**config.mk**
```make
export PLATFORM = sky130hd
export DESIGN_NAME = prog_sequencer_flat
export DESIGN_NICKNAME = d
export VERILOG_FILES = /design/src/rtl/prog_sequencer_if.sv /design/src/rtl/prog_sequencer.sv /design/src/flat_wrapper.sv
export SDC_FILE = /design/constraint.sdc
export NUM_CORES = 1
export LEC_CHECK = 0
export CAP_MARGIN = 20
export CELL_PAD_IN_SITES_DETAIL_PLACEMENT = 0
export CELL_PAD_IN_SITES_GLOBAL_PLACEMENT = 1
export CORE_MARGIN = 8
export CORE_UTILIZATION = 41
export DETAILED_ROUTE_END_ITERATION = 7
export GPL_TIMING_DRIVEN = 1
export PLACE_DENSITY_LB_ADDON = 0.1
export SYNTH_ARGS = -nofsm -noshare
export SYNTH_HDL_FRONTEND = slang
export SYNTH_SLANG_ARGS = --single-unit
```
**constraint.sdc**
```tcl
create_clock -name clk -period 2.07 [get_ports clk]
set_input_delay 0.3105 -clock clk [delete_from_list [all_inputs] [get_ports clk]]
set_output_delay 0.3105 -clock clk [all_outputs]
set_load 0.01 [all_outputs]
```
**src/rtl/prog_sequencer_if.sv**
```systemverilog
// Host command / CPU-side bus for the program sequencer.
// master = host + CPU side, slave = sequencer.
interface prog_sequencer_if #(
   parameter int ADDR_W = 4,
   parameter int CYC_W  = 8
);
   logic              cmd_valid;
   logic              cmd_ready;
   logic [1:0]        cmd_op;
   logic [ADDR_W-1:0] cmd_addr;
   logic              cmd_data;
   logic [CYC_W-1:0]  run_limit;
   logic [ADDR_W-1:0] cpu_addr;
   logic              cpu_data;
   logic              cpu_en;
   logic              busy;
   logic              done;
   logic [CYC_W-1:0]  cyc_count;

   modport master (
      output cmd_valid, cmd_op, cmd_addr, cmd_data, run_limit, cpu_addr,
      input  cmd_ready, cpu_data, cpu_en, busy, done, cyc_count
   );

   modport slave (
      input  cmd_valid, cmd_op, cmd_addr, cmd_data, run_limit, cpu_addr,
      output cmd_ready, cpu_data, cpu_en, busy, done, cyc_count
   );
endinterface

```
**src/rtl/prog_sequencer.sv**
```systemverilog
// Run controller and 1-bit program store for the 1-bit-instruction CPU.
// Host issues LOAD / RUN / STEP / HALT; the block gates the CPU clock-enable
// and counts enabled cycles (saturating).
module prog_sequencer #(
   parameter int ADDR_W = 4,
   parameter int CYC_W  = 8
) (
   input logic             clk,
   input logic             rst,
   prog_sequencer_if.slave bus
);

   typedef enum logic [1:0] {S_IDLE, S_RUN, S_STEP} state_t;

   localparam logic [1:0]       OP_LOAD = 2'b00;
   localparam logic [1:0]       OP_RUN  = 2'b01;
   localparam logic [1:0]       OP_STEP = 2'b10;
   localparam logic [1:0]       OP_HALT = 2'b11;
   localparam int               DEPTH   = 1 << ADDR_W;
   localparam logic [CYC_W-1:0] CYC_MAX = '1;
   localparam logic [CYC_W:0]   ONE     = 1;

   state_t            r_state, w_next;
   logic [DEPTH-1:0]  r_mem;
   logic [CYC_W-1:0]  r_limit;
   logic [CYC_W-1:0]  r_cyc;
   logic              r_done;
   logic              w_ready;
   logic              w_accept;
   logic              w_start;
   logic              w_limit_hit;
   logic [CYC_W:0]    w_cyc_inc;

   // HALT is the only command that may interrupt a RUN; STEP never yields
   assign w_ready  = (r_state == S_IDLE) | ((r_state == S_RUN) & (bus.cmd_op == OP_HALT));
   assign w_accept = bus.cmd_valid & w_ready;
   assign w_start  = (r_state == S_IDLE) & w_accept &
                     ((bus.cmd_op == OP_RUN) | (bus.cmd_op == OP_STEP));

   // one extra bit so a limit of all-ones is still reachable before wrap
   assign w_cyc_inc   = {1'b0, r_cyc} + ONE;
   assign w_limit_hit = (r_limit != '0) && (w_cyc_inc == {1'b0, r_limit});

   // next-state decode; limit and HALT in the same cycle fold into one exit
   always_comb begin
      w_next = r_state;
      case (r_state)
         S_IDLE: begin
            if (w_accept && bus.cmd_op == OP_RUN)       w_next = S_RUN;
            else if (w_accept && bus.cmd_op == OP_STEP) w_next = S_STEP;
         end
         S_RUN:   if (w_limit_hit || w_accept) w_next = S_IDLE;
         S_STEP:  w_next = S_IDLE;
         default: w_next = S_IDLE;
      endcase
   end

   // state, registered done pulse, run limit and saturating cycle counter
   always_ff @(posedge clk or posedge rst) begin
      if (rst) begin
         r_state <= S_IDLE;
         r_done  <= 1'b0;
         r_limit <= '0;
         r_cyc   <= '0;
      end else begin
         r_state <= w_next;
         r_done  <= (r_state != S_IDLE) && (w_next == S_IDLE);
         if (w_start) begin
            r_cyc <= '0;
            if (bus.cmd_op == OP_RUN) r_limit <= bus.run_limit;
         end else if (r_state != S_IDLE && r_cyc != CYC_MAX) begin
            r_cyc <= w_cyc_inc[CYC_W-1:0];
         end
      end
   end

   // program RAM: writable only from IDLE, so it is stable while the CPU runs
   always_ff @(posedge clk or posedge rst) begin
      if (rst) begin
         r_mem <= '0;
      end else if (r_state == S_IDLE && w_accept && bus.cmd_op == OP_LOAD) begin
         r_mem[bus.cmd_addr] <= bus.cmd_data;
      end
   end

   assign bus.cmd_ready = w_ready;
   assign bus.cpu_data  = r_mem[bus.cpu_addr];
   assign bus.cpu_en    = (r_state != S_IDLE);
   assign bus.busy      = (r_state != S_IDLE);
   assign bus.done      = r_done;
   assign bus.cyc_count = r_cyc;

endmodule

```
**src/flat_wrapper.sv**
```systemverilog
// flat-port wrapper written by rule: the top's interface ports become plain ports
module prog_sequencer_flat 
#(
   parameter int ADDR_W = 4,
   parameter int CYC_W  = 8
)
  (clk, rst, bus_cmd_valid, bus_cmd_op, bus_cmd_addr, bus_cmd_data, bus_run_limit, bus_cpu_addr, bus_cmd_ready, bus_cpu_data, bus_cpu_en, bus_busy, bus_done, bus_cyc_count);
  prog_sequencer_if #(.ADDR_W(ADDR_W), .CYC_W(CYC_W)) bus_i ();
  input logic clk;
  input logic rst;
  input wire logic [$bits(bus_i.cmd_valid)-1:0] bus_cmd_valid;
  input wire logic [$bits(bus_i.cmd_op)-1:0] bus_cmd_op;
  input wire logic [$bits(bus_i.cmd_addr)-1:0] bus_cmd_addr;
  input wire logic [$bits(bus_i.cmd_data)-1:0] bus_cmd_data;
  input wire logic [$bits(bus_i.run_limit)-1:0] bus_run_limit;
  input wire logic [$bits(bus_i.cpu_addr)-1:0] bus_cpu_addr;
  output wire logic [$bits(bus_i.cmd_ready)-1:0] bus_cmd_ready;
  output wire logic [$bits(bus_i.cpu_data)-1:0] bus_cpu_data;
  output wire logic [$bits(bus_i.cpu_en)-1:0] bus_cpu_en;
  output wire logic [$bits(bus_i.busy)-1:0] bus_busy;
  output wire logic [$bits(bus_i.done)-1:0] bus_done;
  output wire logic [$bits(bus_i.cyc_count)-1:0] bus_cyc_count;
  assign bus_i.cmd_valid = bus_cmd_valid;
  assign bus_i.cmd_op = bus_cmd_op;
  assign bus_i.cmd_addr = bus_cmd_addr;
  assign bus_i.cmd_data = bus_cmd_data;
  assign bus_i.run_limit = bus_run_limit;
  assign bus_i.cpu_addr = bus_cpu_addr;
  assign bus_cmd_ready = bus_i.cmd_ready;
  assign bus_cpu_data = bus_i.cpu_data;
  assign bus_cpu_en = bus_i.cpu_en;
  assign bus_busy = bus_i.busy;
  assign bus_done = bus_i.done;
  assign bus_cyc_count = bus_i.cyc_count;
  prog_sequencer #(.ADDR_W(ADDR_W), .CYC_W(CYC_W)) u_core (.clk(clk), .rst(rst), .bus(bus_i));
endmodule
```
==> impl_metrics.env <==
export IMPL_grtUsageMet1=0.1837
export IMPL_initial_core_util=0.4230
export IMPL_path_max_fanout=2
export IMPL_io_pins=35
export IMPL_avgSynthCellArea_um2=11.04
export IMPL_drtPass1Iterations=4
export IMPL_synth_mux_area_frac=0.1916
export IMPL_finalSetupViolCount=1
export IMPL_grtUsageTotal=0.1363
export IMPL_drc=0
export IMPL_die_height_um=85.81
export IMPL_clock_root_buffer="clkbuf_8"
export IMPL_synthAdderAreaFrac=0.03131
export IMPL_peakVddDrop_v=0.0005125
export IMPL_yosys_area_share_simple=0.1547
export IMPL_wl_per_cell_um=16.36
export IMPL_dpl_hpwl_um=3695
export IMPL_detail_route_antenna_nets=0
export IMPL_final_common_cell="dfrtp_1"
export IMPL_synth_top_area_share=0.4383
export IMPL_gr_usage_met3=0.04107
export IMPL_fmax_ghz=0.4741
export IMPL_cp_end_kind="output port"
export IMPL_cts_sinks=35
export IMPL_cts_tree="built"
export IMPL_grt_pass1_vias=1619
export IMPL_hold_viol=0
export IMPL_yosysTopAreaCell="dfrtp_1"
export IMPL_synth_compound_area_frac=0.1039
export IMPL_io_buffers=34
export IMPL_fp_dieArea_um2=7363
export IMPL_layout_cells_non_filler=290
export IMPL_wirelength_um=4745
export IMPL_areaGrowthSynthToFinish_pct=25.67
export IMPL_maxCapViolCount=0
export IMPL_busiest_layer="met2"
export IMPL_grt_pass1_wl_um=8031
export IMPL_yosys_cell_types_count=39
export IMPL_holdWs_ns=0.4378
export IMPL_h_tree_depth=2
export IMPL_violations="negative setup slack"
export IMPL_ys_seq_area_frac=0.4383
export IMPL_hold_class="input pin to asynchronous set/reset pin"
export IMPL_synth_area_um2=1998
export IMPL_diodes=0
export IMPL_synth_xor_area_frac=0.04822
export IMPL_fillers=421
export IMPL_place_congestion=0.8152
export IMPL_synth_seq_cells=35
export IMPL_syn_num_nets=208
export IMPL_layout_common_cells="dfrtp_1 (35), clkdlybuf4s50_1 (30), mux2_2 (24)"
export IMPL_synthCells=181
export IMPL_core_area_um2=4723
export IMPL_grt_ovfl_total=0
export IMPL_p_leak_nw=1.077
export IMPL_start_kind="flip-flop"
export IMPL_rsz0062_at_grt="true"
export IMPL_synth_edf_count=0
export IMPL_drtIter0Drc=142
export IMPL_period_share=1.019
export IMPL_yosys_warnings=0
export IMPL_cts_buffers=5
export IMPL_slew_headroom=0.6703
export IMPL_required_ns=1.76
export IMPL_worst_slew_pin_slew_ns=0.4930
export IMPL_cellPowerDensity_nw_per_um2=1020
export IMPL_status="finished, violations left"
export IMPL_crit_arrival_ns=1.80
export IMPL_grt_use_met2=0.2038
export IMPL_critical_path_class="flip-flop to output port"
export IMPL_viasPerCell=5.317
export IMPL_grt_max_degree=36
export IMPL_setup_ws_ns=-0.03925
export IMPL_antenna_found_initial=0
export IMPL_ctsLongestPathBuffers=2
export IMPL_vias=1542
export IMPL_min_period_ns=2.109
export IMPL_rows=25
export IMPL_dp_cells=284
export IMPL_synth_top_family_by_area="multiplexers"
export IMPL_post_cts_setup_buffer_count=0
export IMPL_synth_area_top_cells="dfrtp_1 (44%), mux2_2 (14%), mux4_2 (5.6%)"
export IMPL_layout_drive_gt1_share=0.2332
export IMPL_nets=251
export IMPL_async_flop_share=1.000
export IMPL_ys_flop_type="dfrtp_1"
export IMPL_clkSlewWorstSetupHoldPaths_ns=0.07
export IMPL_die_x_um=85.81
export IMPL_drv_slew=0
export IMPL_clock_latency_ns=0.28
export IMPL_fin_worst_skew_ns=0.006301
## critical path, cell delays in order (launching register included)
cell and delay [ns]:
dfrtp_1 0.40, mux4_2 0.49, mux4_2 0.47, buf_2 0.16
## per-stage QoR
step	instance area [um^2]	utilization	power, mW	setup slack [ns]	setup TNS, ns
floorplan	1998	-	1.723	0.1428	0
global placement	2441	0.5168	2.090	-0.6687	-0.6693
detailed placement	2441	0.5168	2.130	-0.7284	-0.8671
CTS	2511	0.5317	2.587	-0.05269	-0.05269
global route	2511	0.5317	2.734	-0.1071	-0.1071
finish	2511	0.5317	2.561	-0.03925	-0.03925
## flip-flops by register name, summed over array words and instances, names as in the netlist
register and cells:
u_core.bus.cyc_count 8, u_core.bus.done 1, u_core.r_limit 8, u_core.r_mem 16, u_core.r_state 2
## cell families after synthesis
kind of cell | count (synthesis)
XOR/XNOR | 11
multiplexers | 29
AND/OR/NAND/NOR | 60
adder cells (fa/ha/maj) | 5
AO/OA/AOI/OAI | 29
flip-flops | 35
buffers and inverters | 12
## Yosys cell counts, drive strengths merged, types with 2 or more instances
cell type,number
nand3,7
a21oi,6
inv,6
nand4,3
dfrtp,35
xnor2,4
nor3,2
mux4,5
clkbuf,2
a31oi,2
and3,3
o31ai,3
o21ai,11
ha,5
and2,2
mux2,24
buf,4
nor2b,2
xor2,7
nand2,23
nor2,11
## cell type report
cell class	count	area, um^2	area share
clock inverter	1	7.507	0.002990
inverter	6	22.52	0.008969
clock buffer	5	68.82	0.02740
multi-input combinational	134	1059	0.4215
tap	67	83.83	0.03338
sequential	35	875.8	0.3488
timing repair buffer	42	394.1	0.1570
## path summary, 6_finish.rpt
kind	startpoint	to	slack, ns	cells past startpoint
max	u_core.r_mem[15]$_DFFE_PP0P_	bus_cpu_data	-0.04	3
min	rst	u_core.r_limit[4]$_DFFE_PP0P_	0.44	3
max reg2reg	u_core.bus.cyc_count[0]$_DFFE_PP0P_	u_core.r_state[0]$_DFF_PP0_	0.12	7
min reg2reg	u_core.r_mem[11]$_DFFE_PP0P_	u_core.r_mem[11]$_DFFE_PP0P_	0.51	1
max in group asynchronous	rst	u_core.r_mem[11]$_DFFE_PP0P_	1.32	3
min in group clk	u_core.r_mem[11]$_DFFE_PP0P_	u_core.r_mem[11]$_DFFE_PP0P_	0.51	1
## what timing repair did
item	CTS	global route
endpoints found under the setup margin	2	1
resized for setup	9	0
hold buffers	0	0
## report_power, final
group	switching, mW	total [mW]	internal, mW
clock network	0.242	0.465	0.223
logic	0.485	1.04	0.555
registers	0.192	1.06	0.865
total	0.918	2.56	1.64
## routing by layer
metal  share of wire  vias up
met5               0        -
met4           0.013        0
met3           0.060        8
met2            0.45       47
met1            0.47      751
li1                -      736
Power figures use the tool's default switching activity.
